==> config.mk <==
export PLATFORM = sky130hd
export DESIGN_NAME = dmem_arbiter
export DESIGN_NICKNAME = d
export VERILOG_FILES = /design/src/rtl/rv32_arb_pkg.sv /design/src/rtl/dmem_arb_starve_cnt.sv /design/src/rtl/dmem_arbiter.sv
export SDC_FILE = /design/constraint.sdc
export NUM_CORES = 1
export LEC_CHECK = 0
export BUFFER_PORTS_ARGS = -buffer_cell sky130_fd_sc_hd__clkbuf_2
export CAP_MARGIN = 25
export CORE_AREA = 2 2 118 120
export CTS_CLUSTER_SIZE = 8
export DETAILED_ROUTE_END_ITERATION = 10
export DIE_AREA = 0 0 120 122
export GPL_TIMING_DRIVEN = 0
export HOLD_SLACK_MARGIN = 0.1
export PLACE_DENSITY = 0.51
export SLEW_MARGIN = 40
export SYNTH_ARGS = -nofsm -noshare
export SYNTH_HDL_FRONTEND = slang
export SYNTH_SLANG_ARGS = --single-unit
==> constraint.sdc <==
create_clock -name clk -period 3.1 [get_ports clk]
set_input_delay 0.93 -clock clk [delete_from_list [all_inputs] [get_ports clk]]
set_output_delay 0.93 -clock clk [all_outputs]
set_load 0.1 [all_outputs]
==> src/rtl/rv32_arb_pkg.sv <==
// Shared constants and types for the data-memory arbiter.
package rv32_arb_pkg;

  localparam int MAX_WAIT_DEF = 4;
  localparam int MEMI_W       = 3;
  localparam int CNT_W        = 4;

  typedef enum logic [1:0] {
    ST_IDLE  = 2'd0,
    ST_WAIT  = 2'd1,
    ST_FORCE = 2'd2
  } arb_state_e;

endpackage

==> src/rtl/dmem_arb_starve_cnt.sv <==
// Saturating count of consecutive denied host cycles.
module dmem_arb_starve_cnt
  import rv32_arb_pkg::*;
#(
  parameter int MAX_WAIT = MAX_WAIT_DEF
) (
  input  logic clk,
  input  logic rst_n,
  input  logic inc_i,
  input  logic clr_i,
  output logic reached_o
);

  localparam logic [CNT_W-1:0] LIMIT = CNT_W'(MAX_WAIT);

  logic [CNT_W-1:0] cnt_q, cnt_d;

  // High when one more increment brings the count to MAX_WAIT; independent of
  // inc_i so the FSM can use it without a combinational loop.
  assign reached_o = (cnt_q >= (LIMIT - CNT_W'(1)));

  // Next count: clear wins, otherwise increment up to LIMIT and hold there.
  always_comb begin
    cnt_d = cnt_q;
    if (clr_i) begin
      cnt_d = '0;
    end else if (inc_i && (cnt_q < LIMIT)) begin
      cnt_d = cnt_q + CNT_W'(1);
    end
  end

  // Count register with synchronous active-low reset.
  always_ff @(posedge clk) begin
    if (!rst_n) begin
      cnt_q <= '0;
    end else begin
      cnt_q <= cnt_d;
    end
  end

endmodule

==> src/rtl/dmem_arbiter.sv <==
// Core/host data-memory arbiter: core has priority, host is guaranteed a
// forced slot after MAX_WAIT consecutive denied cycles.
module dmem_arbiter
  import rv32_arb_pkg::*;
#(
  parameter int MAX_WAIT = MAX_WAIT_DEF
) (
  input  logic              clk,
  input  logic              rst_n,
  input  logic              core_req,
  input  logic              core_we,
  input  logic [MEMI_W-1:0] core_memi,
  input  logic [31:0]       core_addr,
  input  logic [31:0]       core_wdata,
  output logic [31:0]       core_rdata,
  output logic              core_stall,
  input  logic              host_req,
  input  logic              host_we,
  input  logic [MEMI_W-1:0] host_memi,
  input  logic [31:0]       host_addr,
  input  logic [31:0]       host_wdata,
  output logic              host_ack,
  output logic              host_rvalid,
  output logic [31:0]       host_rdata,
  output logic              mem_we,
  output logic [MEMI_W-1:0] mem_memi,
  output logic [31:0]       mem_addr,
  output logic [31:0]       mem_wdata,
  input  logic [31:0]       mem_rdata
);

  arb_state_e  state_q, state_d;
  logic        grant_core, grant_host;
  logic        cnt_inc, cnt_clr, cnt_reached;
  logic        host_rvalid_q, host_rvalid_d;
  logic [31:0] host_rdata_q, host_rdata_d;

  dmem_arb_starve_cnt #(
    .MAX_WAIT (MAX_WAIT)
  ) u_cnt (
    .clk       (clk),
    .rst_n     (rst_n),
    .inc_i     (cnt_inc),
    .clr_i     (cnt_clr),
    .reached_o (cnt_reached)
  );

  // Grant decision and next state; reset overrides everything so no write
  // and no ack can escape while rst_n is low.
  always_comb begin
    state_d    = state_q;
    grant_core = 1'b0;
    grant_host = 1'b0;
    cnt_inc    = 1'b0;
    cnt_clr    = 1'b0;
    core_stall = 1'b0;
    case (state_q)
      ST_FORCE: begin
        // Host slot; if the host withdrew, the slot goes unused.
        grant_host = host_req;
        core_stall = host_req & core_req;
        cnt_clr    = 1'b1;
        state_d    = ST_IDLE;
      end
      default: begin
        if (core_req) begin
          grant_core = 1'b1;
          if (host_req) begin
            cnt_inc = 1'b1;
            state_d = cnt_reached ? ST_FORCE : ST_WAIT;
          end else begin
            cnt_clr = 1'b1;
            state_d = ST_IDLE;
          end
        end else begin
          grant_host = host_req;
          cnt_clr    = 1'b1;
          state_d    = ST_IDLE;
        end
      end
    endcase
    if (!rst_n) begin
      grant_core = 1'b0;
      grant_host = 1'b0;
      core_stall = 1'b0;
      cnt_inc    = 1'b0;
      cnt_clr    = 1'b1;
      state_d    = ST_IDLE;
    end
  end

  // Memory port mux and host read capture.
  always_comb begin
    mem_we        = grant_host ? host_we    : (grant_core & core_we);
    mem_memi      = grant_host ? host_memi  : core_memi;
    mem_addr      = grant_host ? host_addr  : core_addr;
    mem_wdata     = grant_host ? host_wdata : core_wdata;
    host_rvalid_d = grant_host & ~host_we;
    host_rdata_d  = host_rvalid_d ? mem_rdata : host_rdata_q;
  end

  assign host_ack    = grant_host;
  assign core_rdata  = mem_rdata;
  assign host_rvalid = host_rvalid_q;
  assign host_rdata  = host_rdata_q;

  // State and host read-return registers.
  always_ff @(posedge clk) begin
    if (!rst_n) begin
      state_q       <= ST_IDLE;
      host_rvalid_q <= 1'b0;
      host_rdata_q  <= '0;
    end else begin
      state_q       <= state_d;
      host_rvalid_q <= host_rvalid_d;
      host_rdata_q  <= host_rdata_d;
    end
  end

endmodule

==> key figures, run 1 <==
Routing
  • Routed via count: 3,143
  • Initial DRC count: 52
  • Final antenna-violating net count: 0
  • Wl on met1: 4500 um
  • # DRC: 0
  • Top routing layer used: met5
  • DR WL met3: 1200 um
  • DR pass1 iterations: 3
  • Via-to-Cell Ratio: 4.02
  • Wire per inst: 16.0 um
  • Metal2 WL: 6430 um
  • Final WL: between 10,000 and 15,000 um

Final layout
  • FF/Latch Area: 781 um^2
  • Layout fillers: 1,328
  • Layout Area Growth over Synthesis: 114%
  • Layout Cells excl Fill: slightly below 800
  • Final Core Density: 41.3%
  • Share of cells above drive strength 1: 73.3%
  • Multi-input gate area: 1450 um^2
  • Fin nets: 772

Synth
  • Number of synthesized register bits: 39
  • Area contributors post-synth: dfxtp_1, mux2_2, mux2i_1
  • Avg Inst Size Synth: about 9.5 um^2
  • Sequential area share after synthesis: a little under a third
  • Mapped Area: 2600 um^2
  • Cell count after synthesis: 275
  • Netlist cell types: 25
  • Synth warn: 0
  • Syn_nets: 448
  • Synth top area share: 30.0%
  • Yosys top cell by area: dfxtp_1

Setup path
  • CP arrival: 2.13 ns
  • Worst r2r src: state_q[0]$_SDFF_PP0_
  • CP endpoint kind: output port
  • Type of element launching the critical path: primary input
  • Worst Path Class, Setup: in2out
  • Worst R2R Path Depth: 5
  • Worst-path fanout max: 10
  • Critical Path RT: 2.17 ns
  • Reg2Reg Setup Slack: ~1.8 ns
  • R2R Path End: host_rdata[18]$_SDFFE_PN0P_

Timing
  • Final hold violation count: 0
  • Slew Viols, Final: 0
  • Setup-failing EPs final: 0
  • Setup Skew: 0.00580 ns
  • Crit path time final: 3.06 ns
  • RSZ-0062 raised after global routing: true
  • Worst Tran Pin Value: between 0.5 and 0.6 ns
  • Max Clk Rate: ~330 MHz
  • Normalized max-slew margin: 61.6%
  • Final cycle utilization of the critical path: 98.8%

Placed design
  • Hpwl dp: 9560 um
  • GP Congestion: 0.924
  • Placed Cells: 760
  • Port Buffers: 305

Power and ir drop
  • Overall power: 0.00256 W
  • Largest vdd supply drop: 0.000263 V
  • Static leakage: 3.18 nW
  • PwrDens: 458 nW/um^2

Die
  • Die ar.: 14,600 um^2
  • Top-level I/O count: around 310
  • Die H: around 120 um
  • Core Box Area: 13,500 um^2
  • Die width: 120 um
  • # rows: 43
  • Initial core utilization: 19.3%

GRT
  • Antenna violations before repair: 2
  • Overall Global Routing Usage: 15.4%
  • Largest net degree at the start of global routing: 15
  • Total gr overflow: 0
  • Global-route wire length before repair: 17,300 um
  • Vias in the first global route: 3,142

Clocking
  • CTS sink count: 39
  • TritonCTS clock tree: done
  • Clock Latency Late Sink: 0.28 ns
  • Cts hold-fix bufs: 0
  • Num CTS Buffers: 5
  • Root Buffer: clkbuf_16
  • Clk buf depth: 2
  • Clock transition at path regs: about 0.060 ns
  • Htree depth: 2

Min path
  • Worst Hold Class: reg2reg
  • Hold_sp: host_rdata[23]$_SDFFE_PN0P_
  • Worst Hold Depth: 2
  • Hold endpoint: host_rdata[23]$_SDFFE_PN0P_

Run status
  • Status: finished clean

Flow run
  • Max-cap violations: 0
-- registers in the layout (all words and copies together), names as in the netlist --
register / count
host_rdata: 32
u_cnt.cnt_q: 4
state_q: 2
host_rvalid: 1
-- what timing repair did --
action	in CTS	in global routing
endpoints found under the hold margin	0	0
resized for setup	160	56
cloned	2	1
buffers inserted	10	1
pin swaps	1	2
endpoints found under the setup margin	68	65
-- routing by layer --
metal | global-route usage, % | vias to the layer above
li1 | - | 1516
met4 | 4.93 | 2
met5 | 0 | -
met2 | 28.8 | 172
met3 | 5.48 | 24
met1 | 15.9 | 1429
-- worst max path at each step --
stage | from | end | cells past startpoint
2_1_floorplan | rst_n | mem_wdata[13] | 6
5_1_grt | host_req | mem_wdata[22] | 8
4_1_cts | host_req | mem_wdata[11] | 9
3_5_place_dp | rst_n | mem_wdata[8] | 7
6_report | rst_n | mem_addr[14] | 7
3_3_place_gp | rst_n | mem_wdata[8] | 7
-- where the power goes --
| group | switching, W | internal [W] | total [W] | leakage (nW) |
|---|---|---|---|---|
| Combinational | 0.000940 | 0.000407 | 0.00135 | 2.77 |
| Sequential | 0.00000853 | 0.000518 | 0.000527 | 0.317 |
| Clock | 0.000217 | 0.000467 | 0.000684 | 0.0959 |
-- per-stage QoR --
| step | instance area, um^2 | hold WS [ns] | setup TNS, ns | setup slack, ns |
|---|---|---|---|---|
| floorplan | 2610 | 0.454 | -1.32 | -0.147 |
| global placement | 4360 | 0.446 | -25.20 | -0.485 |
| detailed placement | 4360 | 0.452 | -26.26 | -0.495 |
| CTS | 5480 | 0.464 | -0.481 | -0.0685 |
| global route | 5580 | 0.479 | -0.0223 | -0.0112 |
| finish | 5580 | 0.457 | 0 | 0.0386 |
-- placed cells by master, fill, tap and decap left out, types with 2 or more instances in the layout --
| cell | instances |
|---|---|
| a21oi_1 | 3 |
| buf_12 | 9 |
| buf_4 | 65 |
| buf_6 | 5 |
| buf_8 | 6 |
| bufinv_16 | 2 |
| clkbuf_1 | 3 |
| clkbuf_16 | 27 |
| clkbuf_2 | 235 |
| clkbuf_4 | 2 |
| clkbuf_8 | 17 |
| dfxtp_1 | 39 |
| inv_1 | 34 |
| mux2_2 | 43 |
| mux2_4 | 24 |
| mux2i_1 | 32 |
| nand2_1 | 34 |
| nor2_1 | 5 |
-- final cells by class --
cell class	instances	area share, %
inverters	34	2.29
clock buffers	5	2.24
well taps	180	4.04
diodes	1	0.0449
multi-input cells	155	25.9
repair buffers	318	43.2
clock inverters	3	1.28
plain buffers	46	7.00
flip-flops and latches	39	14.0
-- worst max-delay path, stage by stage --
cell and delay, ns:
buf_12 0.09, nand2_4 0.05, a21oi_4 0.13, buf_12 0.14, buf_4 0.19, mux2_2 0.38
clkbuf_8 0.22
-- Yosys cell counts, drive strengths merged --
cell type  number
o21a            1
nor2            6
a21oi           4
xnor2           1
ha              1
buf            44
nand2          35
nand3           1
nand2b          2
nor2b           1
o21ai           1
nor3            1
dfxtp          39
inv            34
clkbuf          3
mux2i          32
a211o           1
mux2           67
and3            1
-- cell families after synthesis --
group	Yosys count	share of synthesized area (%)
compound gates	7	1.73
buf+inv	81	18.5
xor+xnor	1	0.337
mux	99	41.3
simple gates	47	7.64
flops	39	30.0
fa+ha+maj	1	0.481
No activity file was read; power rests on OpenSTA's default activity.
==> run 2, diff against run 1 <==
--- a/config.mk
+++ b/config.mk
@@ -9,5 +9,5 @@
 export CAP_MARGIN = 25
 export CORE_AREA = 2 2 118 120
-export CTS_CLUSTER_SIZE = 8
+export CTS_CLUSTER_SIZE = 16
 export DETAILED_ROUTE_END_ITERATION = 10
 export DIE_AREA = 0 0 120 122
==> constraint.sdc (replaced) <==
create_clock -name clk -period 3.1 [get_ports clk]
set_input_delay 0.62 -clock clk [delete_from_list [all_inputs] [get_ports clk]]
set_output_delay 0.62 -clock clk [all_outputs]
set_load 0.1 [all_outputs]
==> run 2 against run 1 <==
Against the previous run: hold slack got worse by 0.0013 ns; cell count fell by 1.7%; sequential power barely moved; count of clock-buffer cells in the layout rose by 1; clock power fell by 11%; sequential cell count did not move; register-to-register slack barely moved; sequential share of layout area rose by 3.2 points; first-iteration DRC count rose by 37%; core utilization fell by 7.8 points; critical path depth fell by 1.
==> key figures, run 2 (same netlist as run 1, synthesis figures left out) <==
Power and ir drop
  • Largest vdd supply drop: 0.000200 V (was 0.000263 V)
  • PwrDens: 502 nW/um^2 (was 458 nW/um^2)
  • Static leakage: 2.73 nW (was 3.18 nW)

Clocking
  • Htree depth: 2 (unchanged)
  • Post-CTS sizing: 0 (was 160)
  • Post-CTS Setup Inserts: 0 (was 10)
  • Root Buffer: clkbuf_16 (unchanged)
  • Clk buf depth: 2 (unchanged)
  • Num CTS Buffers: 5 (unchanged)
  • Clock transition at path regs: 0.06 ns (about the same)
  • CTS sink count: 39 (unchanged)
  • Clock Latency Late Sink: 0.28 ns (about the same)
  • Cts hold-fix bufs: 0 (unchanged)
  • TritonCTS clock tree: done (unchanged)

Timing
  • Hold WS: 0.456 ns (was 0.457 ns)
  • Final cycle utilization of the critical path: 92.7% (was 98.8%)
  • Final hold violation count: 0 (unchanged)
  • Normalized max-slew margin: 59.0% (was 61.6%)
  • Slew Viols, Final: 0 (unchanged)
  • Crit path time final: 2.87 ns (was 3.06 ns)
  • Setup TNS Final: 0 ns (unchanged)
  • RSZ-0062 raised after global routing: false (was true)
  • Max Clk Rate: 348 MHz (was 327 MHz)
  • Setup-failing EPs final: 0 (unchanged)
  • Worst Tran Pin Value: 0.618 ns (was 0.579 ns)
  • Setup Skew: 0.00390 ns (was 0.00580 ns)

Setup path
  • Worst r2r src: state_q[0]$_SDFF_PP0_ (unchanged)
  • Top delay family on crit path: buffers and inverters (unchanged)
  • CP max-delay cell: mux2_2 (unchanged)
  • Worst Path Class, Setup: in2out (unchanged)
  • Type of element launching the critical path: primary input (unchanged)
  • CP Launch Point: rst_n (unchanged)
  • CP arrival: 2.25 ns (was 2.13 ns)
  • CP peak stage delay: 0.40 ns (was 0.38 ns)
  • Worst-path fanout max: 10 (unchanged)
  • Critical Path RT: 2.48 ns (was 2.17 ns)
  • CP endpoint kind: output port (unchanged)
  • Buf/Inv on CP: 3 (was 4)
  • Crit-path cells: buf_4 > nand2_2 > a21oi_2 > buf_2 > mux2_2 > clkbuf_2 (was buf_12 > nand2_4 > a21oi_4 > buf_12 > buf_4 > mux2_2 > clkbuf_8)

Final layout
  • Share of cells above drive strength 1: 69.4% (was 73.3%)
  • Design area: 4530 um^2 (was 5580 um^2)
  • Max reg flops: 32 (unchanged)
  • Most frequent cells in the layout: clkbuf_2, mux2_2, dfxtp_1 (was clkbuf_2, buf_4, mux2_2)
  • Fin nets: 760 (was 772)
  • Diodes inserted: 0 (was 1)
  • Layout Area Growth over Synthesis: 74.0% (was 114%)
  • Commonest non-fill, non-tap cell in the layout: clkbuf_2 (unchanged)
  • Final Core Density: 33.5% (was 41.3%)

Die
  • # rows: 43 (unchanged)
  • Top-level I/O count: 307 (unchanged)
  • Die width: 120 um (unchanged)
  • Initial core utilization: 19.3% (unchanged)
  • Die H: 122 um (unchanged)
  • Die ar.: 14,600 um^2 (unchanged)
  • Core Box Area: 13,500 um^2 (unchanged)

Placed design
  • Post-DP Area: 4350 um^2 (was 4360 um^2)
  • Port Buffers: 305 (unchanged)
  • GP Congestion: 0.814 (was 0.924)
  • Hpwl dp: 10,000 um (was 9560 um)

GRT
  • Vias in the first global route: 2,895 (was 3,142)
  • Total gr overflow: 0 (unchanged)
  • Largest net degree at the start of global routing: 13 (was 15)
  • Antenna violations before repair: 1 (was 2)
  • Overall Global Routing Usage: 14.1% (was 15.4%)
  • Global-route wire length before repair: 15,800 um (was 17,300 um)

Routing
  • Final WL: 11,200 um (was 12,500 um)
  • Wire per inst: 14.6 um (was 16.0 um)
  • DR pass1 iterations: 4 (was 3)
  • Final antenna-violating net count: 0 (unchanged)
  • Via-to-Cell Ratio: 3.94 (was 4.02)
  • Initial DRC count: 71 (was 52)
  • # DRC: 0 (unchanged)
  • Routed via count: 3,026 (was 3,143)

Min path
  • Worst Hold Class: reg2reg (unchanged)
  • Hold_sp: host_rdata[4]$_SDFFE_PN0P_ (was host_rdata[23]$_SDFFE_PN0P_)

Flow run
  • Max-cap violations: 0 (unchanged)

Run status
  • Status: finished clean (unchanged)
-- run 2: cell types whose count changed in the layout (fill, tap and decap cells not counted), moves of 4 or more --
| cell | before | now |
|---|---|---|
| mux2_1 | 0 | 19 |
| mux2_2 | 43 | 48 |
| buf_8 | 6 | 0 |
| mux2_4 | 24 | 0 |
| buf_4 | 65 | 34 |
| clkbuf_8 | 17 | 1 |
| buf_2 | 0 | 4 |
| clkbuf_2 | 235 | 305 |
| clkbuf_16 | 27 | 5 |
| buf_12 | 9 | 0 |
-- run 2: tightest hold or removal path, cell delays in order (launching register included) --
cell and delay (ns):
dfxtp_1 0.31, nand2_1 0.05, mux2i_1 0.05
-- run 2: where the power goes --
part           switching [W]  internal, W
sequential        0.00000877     0.000518
clock               0.000207     0.000400
combinational       0.000901     0.000237
-- run 2: final timing paths --
path,endpoint,slack (ns),cells after the start
hold / removal,host_rdata[4]$_SDFFE_PN0P_,0.46,2
setup / recovery,mem_addr[29],0.23,6
setup reg to reg,host_rdata[14]$_SDFFE_PN0P_,1.80,5
hold reg to reg,host_rdata[4]$_SDFFE_PN0P_,0.46,2
-- run 2: layout make-up --
| class | count | area [um^2] |
|---|---|---|
| Fill cell | 1462 | 8980 |
| Timing Repair Buffer | 305 | 1530 |
| Multi-Input combinational cell | 155 | 1340 |
| Sequential cell | 39 | 781 |
| Buffer | 47 | 354 |
| Tap cell | 180 | 225 |
| Clock buffer | 6 | 139 |
| Inverter | 34 | 128 |
| Clock inverter | 2 | 35.0 |
-- run 2: metal layers --
| layer | up-vias | wire, um | track usage, % |
|---|---|---|---|
| li1 | 1492 | - | - |
| met1 | 1372 | 4310 | 16.0 |
| met2 | 153 | 5910 | 26.7 |
| met3 | 7 | 933 | 3.56 |
| met4 | 2 | 73 | 2.65 |
| met5 | - | 11 | 0 |
-- run 2: metrics by stage --
stage	setup WS [ns]	std cells	total power (W)
after global placement	0.148	760	0.00168
after CTS	0.111	768	0.00231
final	0.226	768	0.00227
after detailed placement	0.116	760	0.00168
after floorplan	0.297	275	0.00144
after global routing	0.0608	768	0.00235
